--- config.mk ---
export PLATFORM = sky130hd
export DESIGN_NAME = axi_rd_lat_slave_flat
export DESIGN_NICKNAME = d
export VERILOG_FILES = /design/src/rtl/axi_rd_lat_slave_if.sv /design/src/rtl/axi_rd_lat_slave.sv /design/src/flat_wrapper.sv
export SDC_FILE = /design/constraint.sdc
export NUM_CORES = 1
export LEC_CHECK = 0
export CELL_PAD_IN_SITES_DETAIL_PLACEMENT = 1
export CELL_PAD_IN_SITES_GLOBAL_PLACEMENT = 2
export CORE_AREA = 2 2 232 234
export DETAILED_ROUTE_END_ITERATION = 8
export DIE_AREA = 0 0 234 236
export PLACE_DENSITY_LB_ADDON = 0.2
export SETUP_SLACK_MARGIN = 0.3
export SYNTH_ARGS = -nofsm -noshare
export SYNTH_HDL_FRONTEND = slang
export SYNTH_SLANG_ARGS = --single-unit
--- constraint.sdc ---
create_clock -name ACLK -period 4.09 [get_ports ACLK]
set_input_delay 1.227 -clock ACLK [delete_from_list [all_inputs] [get_ports ACLK]]
set_output_delay 1.227 -clock ACLK [all_outputs]
set_load 0.02 [all_outputs]
--- src/rtl/axi_rd_lat_slave_if.sv ---
// AXI4 read-channel bundle (AR + R) between a read master and axi_rd_lat_slave.
interface axi_rd_lat_slave_if #(
  parameter int unsigned ID_W   = 1,
  parameter int unsigned ADDR_W = 32,
  parameter int unsigned DATA_W = 64
);
  logic [ID_W-1:0]   S_AXI_ARID;
  logic [ADDR_W-1:0] S_AXI_ARADDR;
  logic [7:0]        S_AXI_ARLEN;
  logic [2:0]        S_AXI_ARSIZE;
  logic [1:0]        S_AXI_ARBURST;
  logic              S_AXI_ARVALID;
  logic              S_AXI_ARREADY;
  logic [ID_W-1:0]   S_AXI_RID;
  logic [DATA_W-1:0] S_AXI_RDATA;
  logic [1:0]        S_AXI_RRESP;
  logic              S_AXI_RLAST;
  logic              S_AXI_RVALID;
  logic              S_AXI_RREADY;

  modport slave (
    input  S_AXI_ARID, S_AXI_ARADDR, S_AXI_ARLEN, S_AXI_ARSIZE, S_AXI_ARBURST, S_AXI_ARVALID,
    output S_AXI_ARREADY,
    output S_AXI_RID, S_AXI_RDATA, S_AXI_RRESP, S_AXI_RLAST, S_AXI_RVALID,
    input  S_AXI_RREADY
  );

  modport master (
    output S_AXI_ARID, S_AXI_ARADDR, S_AXI_ARLEN, S_AXI_ARSIZE, S_AXI_ARBURST, S_AXI_ARVALID,
    input  S_AXI_ARREADY,
    input  S_AXI_RID, S_AXI_RDATA, S_AXI_RRESP, S_AXI_RLAST, S_AXI_RVALID,
    output S_AXI_RREADY
  );
endinterface

--- src/rtl/axi_rd_lat_slave.sv ---
// AXI4 read-only slave: fixed-latency delay line, in-order command FIFO and a
// burst engine returning the beat address as read data.
module axi_rd_lat_slave #(
  parameter int unsigned ID_W       = 1,
  parameter int unsigned ADDR_W     = 32,
  parameter int unsigned DATA_W     = 64,
  parameter int unsigned RD_LATENCY = 10,
  parameter int unsigned AR_DEPTH   = 4
) (
  input  logic                           ACLK,
  input  logic                           ARESETN,
  axi_rd_lat_slave_if.slave              s_axi,
  output logic [$clog2(AR_DEPTH+1)-1:0]  outstanding_out,
  output logic                           err_out
);

  localparam int unsigned OCC_W     = $clog2(AR_DEPTH + 1);
  localparam int unsigned PTR_W     = (AR_DEPTH > 1) ? $clog2(AR_DEPTH) : 1;
  localparam int unsigned MAX_SIZE  = $clog2(DATA_W / 8);
  localparam int unsigned BURST_LSB = 0;
  localparam int unsigned SIZE_LSB  = 2;
  localparam int unsigned LEN_LSB   = 5;
  localparam int unsigned ADDR_LSB  = 13;
  localparam int unsigned ID_LSB    = ADDR_LSB + ADDR_W;
  localparam int unsigned CMD_W     = ID_LSB + ID_W;

  typedef enum logic {ST_IDLE, ST_BURST} state_e;

  function automatic logic [PTR_W-1:0] ptr_inc(input logic [PTR_W-1:0] p);
    return (p == PTR_W'(AR_DEPTH - 1)) ? '0 : p + PTR_W'(1);
  endfunction

  logic              arready_c;
  logic              ar_hs_c;
  logic [CMD_W-1:0]  ar_cmd_c;

  logic [RD_LATENCY-1:0] dl_vld_q;
  logic [CMD_W-1:0]      dl_cmd_q [RD_LATENCY];

  logic [CMD_W-1:0]  fifo_q [AR_DEPTH];
  logic [PTR_W-1:0]  wr_ptr_q, rd_ptr_q;
  logic [OCC_W-1:0]  fifo_cnt_q;
  logic              push_c, pop_c, done_c, load_c;

  logic [CMD_W-1:0]  head_c;
  logic              head_err_c;

  state_e            state_q, state_d;
  logic [ADDR_W-1:0] beat_addr_q, beat_addr_d;
  logic [7:0]        beat_cnt_q, beat_cnt_d;
  logic [2:0]        size_q, size_d;
  logic [1:0]        burst_q, burst_d;
  logic [ID_W-1:0]   rid_q, rid_d;
  logic [DATA_W-1:0] rdata_q, rdata_d;
  logic [1:0]        rresp_q, rresp_d;
  logic              rlast_q, rlast_d;
  logic              rvalid_q, rvalid_d;
  logic              err_q, err_d;
  logic [OCC_W-1:0]  occ_q, occ_d;

  // Capacity gate depends only on registered occupancy and reset.
  assign arready_c = ARESETN && (occ_q < OCC_W'(AR_DEPTH));
  assign ar_hs_c   = s_axi.S_AXI_ARVALID && arready_c;
  assign ar_cmd_c  = {s_axi.S_AXI_ARID, s_axi.S_AXI_ARADDR, s_axi.S_AXI_ARLEN,
                      s_axi.S_AXI_ARSIZE, s_axi.S_AXI_ARBURST};

  // Fixed-latency delay line; every stage shifts each cycle.
  always_ff @(posedge ACLK or negedge ARESETN) begin
    if (!ARESETN) begin
      dl_vld_q <= '0;
      for (int i = 0; i < int'(RD_LATENCY); i++) dl_cmd_q[i] <= '0;
    end else begin
      dl_vld_q[0] <= ar_hs_c;
      dl_cmd_q[0] <= ar_cmd_c;
      for (int i = 1; i < int'(RD_LATENCY); i++) begin
        dl_vld_q[i] <= dl_vld_q[i-1];
        dl_cmd_q[i] <= dl_cmd_q[i-1];
      end
    end
  end

  assign push_c = dl_vld_q[RD_LATENCY-1];

  // Command FIFO; occupancy limit guarantees it never overflows.
  always_ff @(posedge ACLK or negedge ARESETN) begin
    if (!ARESETN) begin
      for (int i = 0; i < int'(AR_DEPTH); i++) fifo_q[i] <= '0;
      wr_ptr_q   <= '0;
      rd_ptr_q   <= '0;
      fifo_cnt_q <= '0;
    end else begin
      if (push_c) begin
        fifo_q[wr_ptr_q] <= dl_cmd_q[RD_LATENCY-1];
        wr_ptr_q         <= ptr_inc(wr_ptr_q);
      end
      if (pop_c) rd_ptr_q <= ptr_inc(rd_ptr_q);
      fifo_cnt_q <= fifo_cnt_q + OCC_W'(push_c) - OCC_W'(pop_c);
    end
  end

  assign head_c     = fifo_q[rd_ptr_q];
  assign head_err_c = head_c[BURST_LSB+1] || (head_c[SIZE_LSB +: 3] > 3'(MAX_SIZE));

  // Burst engine next-state and R-channel output logic.
  always_comb begin
    state_d     = state_q;
    beat_addr_d = beat_addr_q;
    beat_cnt_d  = beat_cnt_q;
    size_d      = size_q;
    burst_d     = burst_q;
    rid_d       = rid_q;
    rdata_d     = rdata_q;
    rresp_d     = rresp_q;
    rlast_d     = rlast_q;
    rvalid_d    = rvalid_q;
    err_d       = err_q;
    load_c      = 1'b0;
    done_c      = 1'b0;

    case (state_q)
      ST_IDLE: begin
        if (fifo_cnt_q != '0) load_c = 1'b1;
      end
      ST_BURST: begin
        if (s_axi.S_AXI_RREADY) begin
          if (beat_cnt_q == 8'd0) begin
            done_c = 1'b1;
            if (fifo_cnt_q != '0) begin
              load_c = 1'b1;
            end else begin
              state_d  = ST_IDLE;
              rvalid_d = 1'b0;
              rlast_d  = 1'b0;
            end
          end else begin
            beat_cnt_d = beat_cnt_q - 8'd1;
            if (burst_q != 2'b00) beat_addr_d = beat_addr_q + (ADDR_W'(1) << size_q);
            rdata_d = DATA_W'(beat_addr_d);
            rlast_d = (beat_cnt_d == 8'd0);
          end
        end
      end
      default: state_d = ST_IDLE;
    endcase

    // Back-to-back load: next burst's first beat appears without a bubble.
    if (load_c) begin
      state_d     = ST_BURST;
      beat_addr_d = head_c[ADDR_LSB +: ADDR_W];
      beat_cnt_d  = head_c[LEN_LSB +: 8];
      size_d      = head_c[SIZE_LSB +: 3];
      burst_d     = head_c[BURST_LSB +: 2];
      rid_d       = head_c[ID_LSB +: ID_W];
      rdata_d     = DATA_W'(head_c[ADDR_LSB +: ADDR_W]);
      rresp_d     = head_err_c ? 2'b10 : 2'b00;
      rlast_d     = (head_c[LEN_LSB +: 8] == 8'd0);
      rvalid_d    = 1'b1;
      if (head_err_c) err_d = 1'b1;
    end
  end

  assign pop_c = load_c;
  assign occ_d = occ_q + OCC_W'(ar_hs_c) - OCC_W'(done_c);

  always_ff @(posedge ACLK or negedge ARESETN) begin
    if (!ARESETN) begin
      state_q     <= ST_IDLE;
      beat_addr_q <= '0;
      beat_cnt_q  <= '0;
      size_q      <= '0;
      burst_q     <= '0;
      rid_q       <= '0;
      rdata_q     <= '0;
      rresp_q     <= '0;
      rlast_q     <= 1'b0;
      rvalid_q    <= 1'b0;
      err_q       <= 1'b0;
      occ_q       <= '0;
    end else begin
      state_q     <= state_d;
      beat_addr_q <= beat_addr_d;
      beat_cnt_q  <= beat_cnt_d;
      size_q      <= size_d;
      burst_q     <= burst_d;
      rid_q       <= rid_d;
      rdata_q     <= rdata_d;
      rresp_q     <= rresp_d;
      rlast_q     <= rlast_d;
      rvalid_q    <= rvalid_d;
      err_q       <= err_d;
      occ_q       <= occ_d;
    end
  end

  assign s_axi.S_AXI_ARREADY = arready_c;
  assign s_axi.S_AXI_RID     = rid_q;
  assign s_axi.S_AXI_RDATA   = rdata_q;
  assign s_axi.S_AXI_RRESP   = rresp_q;
  assign s_axi.S_AXI_RLAST   = rlast_q;
  assign s_axi.S_AXI_RVALID  = rvalid_q;
  assign outstanding_out     = occ_q;
  assign err_out             = err_q;

endmodule

--- src/flat_wrapper.sv ---
// flat-port wrapper written by rule: the top's interface ports become plain ports
module axi_rd_lat_slave_flat 
#(
  parameter int unsigned ID_W       = 1,
  parameter int unsigned ADDR_W     = 32,
  parameter int unsigned DATA_W     = 64,
  parameter int unsigned RD_LATENCY = 10,
  parameter int unsigned AR_DEPTH   = 4
)
  (ACLK, ARESETN, outstanding_out, err_out, s_axi_S_AXI_ARID, s_axi_S_AXI_ARADDR, s_axi_S_AXI_ARLEN, s_axi_S_AXI_ARSIZE, s_axi_S_AXI_ARBURST, s_axi_S_AXI_ARVALID, s_axi_S_AXI_ARREADY, s_axi_S_AXI_RID, s_axi_S_AXI_RDATA, s_axi_S_AXI_RRESP, s_axi_S_AXI_RLAST, s_axi_S_AXI_RVALID, s_axi_S_AXI_RREADY);
  axi_rd_lat_slave_if #(.ID_W(ID_W), .ADDR_W(ADDR_W), .DATA_W(DATA_W)) s_axi_i ();
  input  logic ACLK;
  input  logic ARESETN;
  output logic [$clog2(AR_DEPTH+1)-1:0] outstanding_out;
  output logic err_out;
  input wire logic [$bits(s_axi_i.S_AXI_ARID)-1:0] s_axi_S_AXI_ARID;
  input wire logic [$bits(s_axi_i.S_AXI_ARADDR)-1:0] s_axi_S_AXI_ARADDR;
  input wire logic [$bits(s_axi_i.S_AXI_ARLEN)-1:0] s_axi_S_AXI_ARLEN;
  input wire logic [$bits(s_axi_i.S_AXI_ARSIZE)-1:0] s_axi_S_AXI_ARSIZE;
  input wire logic [$bits(s_axi_i.S_AXI_ARBURST)-1:0] s_axi_S_AXI_ARBURST;
  input wire logic [$bits(s_axi_i.S_AXI_ARVALID)-1:0] s_axi_S_AXI_ARVALID;
  output wire logic [$bits(s_axi_i.S_AXI_ARREADY)-1:0] s_axi_S_AXI_ARREADY;
  output wire logic [$bits(s_axi_i.S_AXI_RID)-1:0] s_axi_S_AXI_RID;
  output wire logic [$bits(s_axi_i.S_AXI_RDATA)-1:0] s_axi_S_AXI_RDATA;
  output wire logic [$bits(s_axi_i.S_AXI_RRESP)-1:0] s_axi_S_AXI_RRESP;
  output wire logic [$bits(s_axi_i.S_AXI_RLAST)-1:0] s_axi_S_AXI_RLAST;
  output wire logic [$bits(s_axi_i.S_AXI_RVALID)-1:0] s_axi_S_AXI_RVALID;
  input wire logic [$bits(s_axi_i.S_AXI_RREADY)-1:0] s_axi_S_AXI_RREADY;
  assign s_axi_i.S_AXI_ARID = s_axi_S_AXI_ARID;
  assign s_axi_i.S_AXI_ARADDR = s_axi_S_AXI_ARADDR;
  assign s_axi_i.S_AXI_ARLEN = s_axi_S_AXI_ARLEN;
  assign s_axi_i.S_AXI_ARSIZE = s_axi_S_AXI_ARSIZE;
  assign s_axi_i.S_AXI_ARBURST = s_axi_S_AXI_ARBURST;
  assign s_axi_i.S_AXI_ARVALID = s_axi_S_AXI_ARVALID;
  assign s_axi_S_AXI_ARREADY = s_axi_i.S_AXI_ARREADY;
  assign s_axi_S_AXI_RID = s_axi_i.S_AXI_RID;
  assign s_axi_S_AXI_RDATA = s_axi_i.S_AXI_RDATA;
  assign s_axi_S_AXI_RRESP = s_axi_i.S_AXI_RRESP;
  assign s_axi_S_AXI_RLAST = s_axi_i.S_AXI_RLAST;
  assign s_axi_S_AXI_RVALID = s_axi_i.S_AXI_RVALID;
  assign s_axi_i.S_AXI_RREADY = s_axi_S_AXI_RREADY;
  axi_rd_lat_slave #(.ID_W(ID_W), .ADDR_W(ADDR_W), .DATA_W(DATA_W), .RD_LATENCY(RD_LATENCY), .AR_DEPTH(AR_DEPTH)) u_core (.ACLK(ACLK), .ARESETN(ARESETN), .s_axi(s_axi_i), .outstanding_out(outstanding_out), .err_out(err_out));
endmodule
==> metrics.cfg <==
[final_layout]
layout-drive-gt1-share = 0.247
area_growth_pct = 17.8
antenna_cells = 0
fin_nets = 1554

[synthesis]
yosysSeqAreaShare = 0.760
ys_types = 54
synth-seq-cells = 715
yosys_warnings = 0
synthTopCellsByArea = dfrtp_1 (76%), mux2_2 (8.9%), mux4_2 (4.4%), buf_4 (1.1%), ha_1 (1.0%)
synth-edff-count = 0
synthCells = 1351
synthesis.area_mm2 = 0.0235
yosysTopAreaCellShare = 0.760
syn_area_per_cell_um2 = 17.4
postSynth.asyncResetShare = 1.00
synth_largest_area_cell = dfrtp_1
dominantRegCellSynth = dfrtp_1

[cts]
cts_hold_buf = 0
cts.path.max_buffers = 3
postCtsSetupBuffers = 0
clk_pin_slew_worst_paths_ns = 0.06
cts.sinks = 715
numCtsBuffers = 74
cts_max_level = 3
cts_tree = built
root_buffer = clkbuf_16
post_cts_resized = 0
clk_latency_ns = 0.61

[critical_path]
worstSetupEndpointType = output pin
setup.worst_path.start = ARESETN
cp_max_fo = 11
arrival_ns = 2.18
crit_required_ns = 2.86
crit_type = primary input to output pin
cp-start-kind = primary input
timing.rr.start = u_core.beat_cnt_q[0]

[die]
num_rows = 85
core_region_area_mm2 = 0.0531
fp.dieH_um = 236
initial_utilization = 0.444
die_x_um = 234
dieArea_mm2 = 0.0552
io_pins = 124

[drt]
finalWirelength_um = 41500
postRouteAntennaNets = 0
drtIter0Drc = 585
drc = 0
vias = 11100
avgRoutedWirePerCell_um = 18.6
dr.pass1.iters = 4
avgViaCountPerCell = 4.95

[power_and_ir_drop]
peakVddDrop_uv = 292
leakagePower_nw = 12.5
power_density_mw_per_mm2 = 671
finalPower_mw = 18.6

[sta]
finalHoldViolCount = 0
slew_headroom = 0.335
period_needed_ns = 3.41
worstMarginPinSlew_ns = 0.998
drv_slew = 0
finalSetupViolCount = 0
setup_tns_ns = 0
rsz0062_at_grt = false
fin_skew_ns = 0.0223
max_freq_mhz = 294
timing.final.crit_share = 0.833

[grt]
grt_pass1_wl_um = 68200
grt-ovfl-total = 0
antenna_found_initial = 0
grt_usage = 0.160
grt_max_degree = 195
grt_pass1_vias = 12400

[flow_run]
drv_cap = 0

[worst_hold_path]
worstHoldPathType = register to register
min_from = u_core.dl_cmd_q[345]

[run_status]
status = finished clean

[place]
portBuffers = 90
hpwl_um = 23000
gp_congestion = 0.781

[critical path, cell delays in order]
cell and delay (ns):
buf_8 0.14, nor2b_1 0.19, clkdlybuf4s50_1 0.62
[cell usage in the layout (no fill, tap or decap), drive strengths merged, types with 2 or more instances in the layout]
master | netlist | final
a211oi | 12 | 12
a21o | 7 | 7
a21oi | 17 | 17
a311oi | 8 | 8
a31o | 2 | 2
a31oi | 3 | 3
a32oi | 2 | 2
a41oi | 2 | 2
and2 | 2 | 2
and3 | 9 | 9
and4 | 4 | 4
buf | 48 | 10
bufinv | 0 | 9
clkbuf | 28 | 103
clkdlybuf4s50 | 0 | 89
clkinv | 0 | 16
conb | 1 | 33
dfrtp | 715 | 715
fa | 3 | 3
ha | 19 | 19
inv | 24 | 30
mux2 | 185 | 185
mux2i | 7 | 7
mux4 | 46 | 46
nand2 | 63 | 63
nand3 | 7 | 7
nor2 | 30 | 30
nor2b | 4 | 4
nor3 | 15 | 15
nor3b | 6 | 6
o211ai | 4 | 4
o21ai | 33 | 33
o22ai | 2 | 2
or3 | 3 | 3
or4b | 2 | 2
xnor2 | 19 | 19
xor2 | 6 | 6
[registers in the layout (all words and copies together) (netlist names), 3 cells and up]
signal                  flops
u_core.dl_cmd_q           460
u_core.fifo_cnt_q           3
u_core.beat_cnt_q           8
u_core.fifo_q             184
u_core.outstanding_out      3
u_core.size_q               3
u_core.dl_vld_q            10
u_core.beat_addr_q         32
[path summary, 6_finish.rpt]
kind,end,slack [ns],cells past startpoint
max in group asynchronous,u_core.dl_cmd_q[260],1.58,3
hold reg to reg,u_core.dl_cmd_q[299],0.33,0
setup reg to reg,u_core.fifo_cnt_q[2],1.04,13
min in group asynchronous,u_core.dl_cmd_q[323],0.42,1
hold / removal,u_core.dl_cmd_q[299],0.33,0
setup / recovery,s_axi_S_AXI_ARREADY,0.68,3
[synth_stat cells, types with 2 or more instances]
library cell	instances
clkbuf_1	28
mux2i_1	7
buf_2	9
nor2_1	30
nor3b_1	6
xnor2_1	19
a21oi_1	17
ha_1	19
o21ai_0	33
nand2_1	61
buf_4	35
and4_1	4
or3_1	3
a21o_1	7
buf_1	4
nor3_1	15
nor2b_1	4
a211oi_1	11
xor2_1	6
a31oi_1	3
a311oi_1	8
mux4_2	46
o211ai_1	4
dfrtp_1	715
a31o_2	2
nand2_2	2
fa_1	3
a32oi_1	2
a41oi_1	2
and3_1	9
inv_1	24
nand3_1	6
mux2_2	185
o22ai_1	2
[area by class of cell]
class | count | area [um^2]
flip-flops and latches | 715 | 17900
clock buffers | 103 | 2120
repair buffers | 99 | 1020
inverters | 24 | 90.1
clock inverters | 32 | 433
fillers | 4913 | 25400
well taps | 696 | 871
multi-input cells | 568 | 5280
[where the power goes]
group	internal, mW	total [mW]	switching (mW)
Combinational	1.52	2.59	1.07
Clock	4.22	6.92	2.70
Sequential	8.36	9.10	0.738
[per-layer routing]
layer,global-route usage,routed length [um],up-vias,share of wire
met5,0,0,-,0
met4,0.0560,773,0,0.019
met3,0.0324,1500,48,0.036
met2,0.258,20400,171,0.49
met1,0.218,18900,5964,0.45
li1,-,-,4879,-
[through the flow]
step	instance area [um^2]	setup WS (ns)	hold slack (ns)	instances	util
finish	27700	0.684	0.330	2237	0.522
global route	27700	0.630	0.341	2237	0.522
CTS	27700	0.663	0.334	2237	0.522
detailed placement	25200	0.494	0.336	2102	0.474
global placement	25200	0.540	0.331	2102	0.474
floorplan	23700	0.913	0.331	1383	-
[cells by family (layout without fill, tap and decap cells)]
group / count (synthesis) / count (layout) / share of synthesized area
buffers and inverters: 100 / 258 / 0.0220
xor gates and xnor gates: 25 / 25 / 0.00930
muxes: 238 / 238 / 0.135
adders and majority gates: 22 / 22 / 0.0127
and+or+nand+nor: 151 / 151 / 0.0318
other: 1 / 33 / 0.000159
DFF: 715 / 715 / 0.760
AOI/OAI and AO/OA: 99 / 99 / 0.0285
Note: power is estimated with default switching activity, not from simulation.
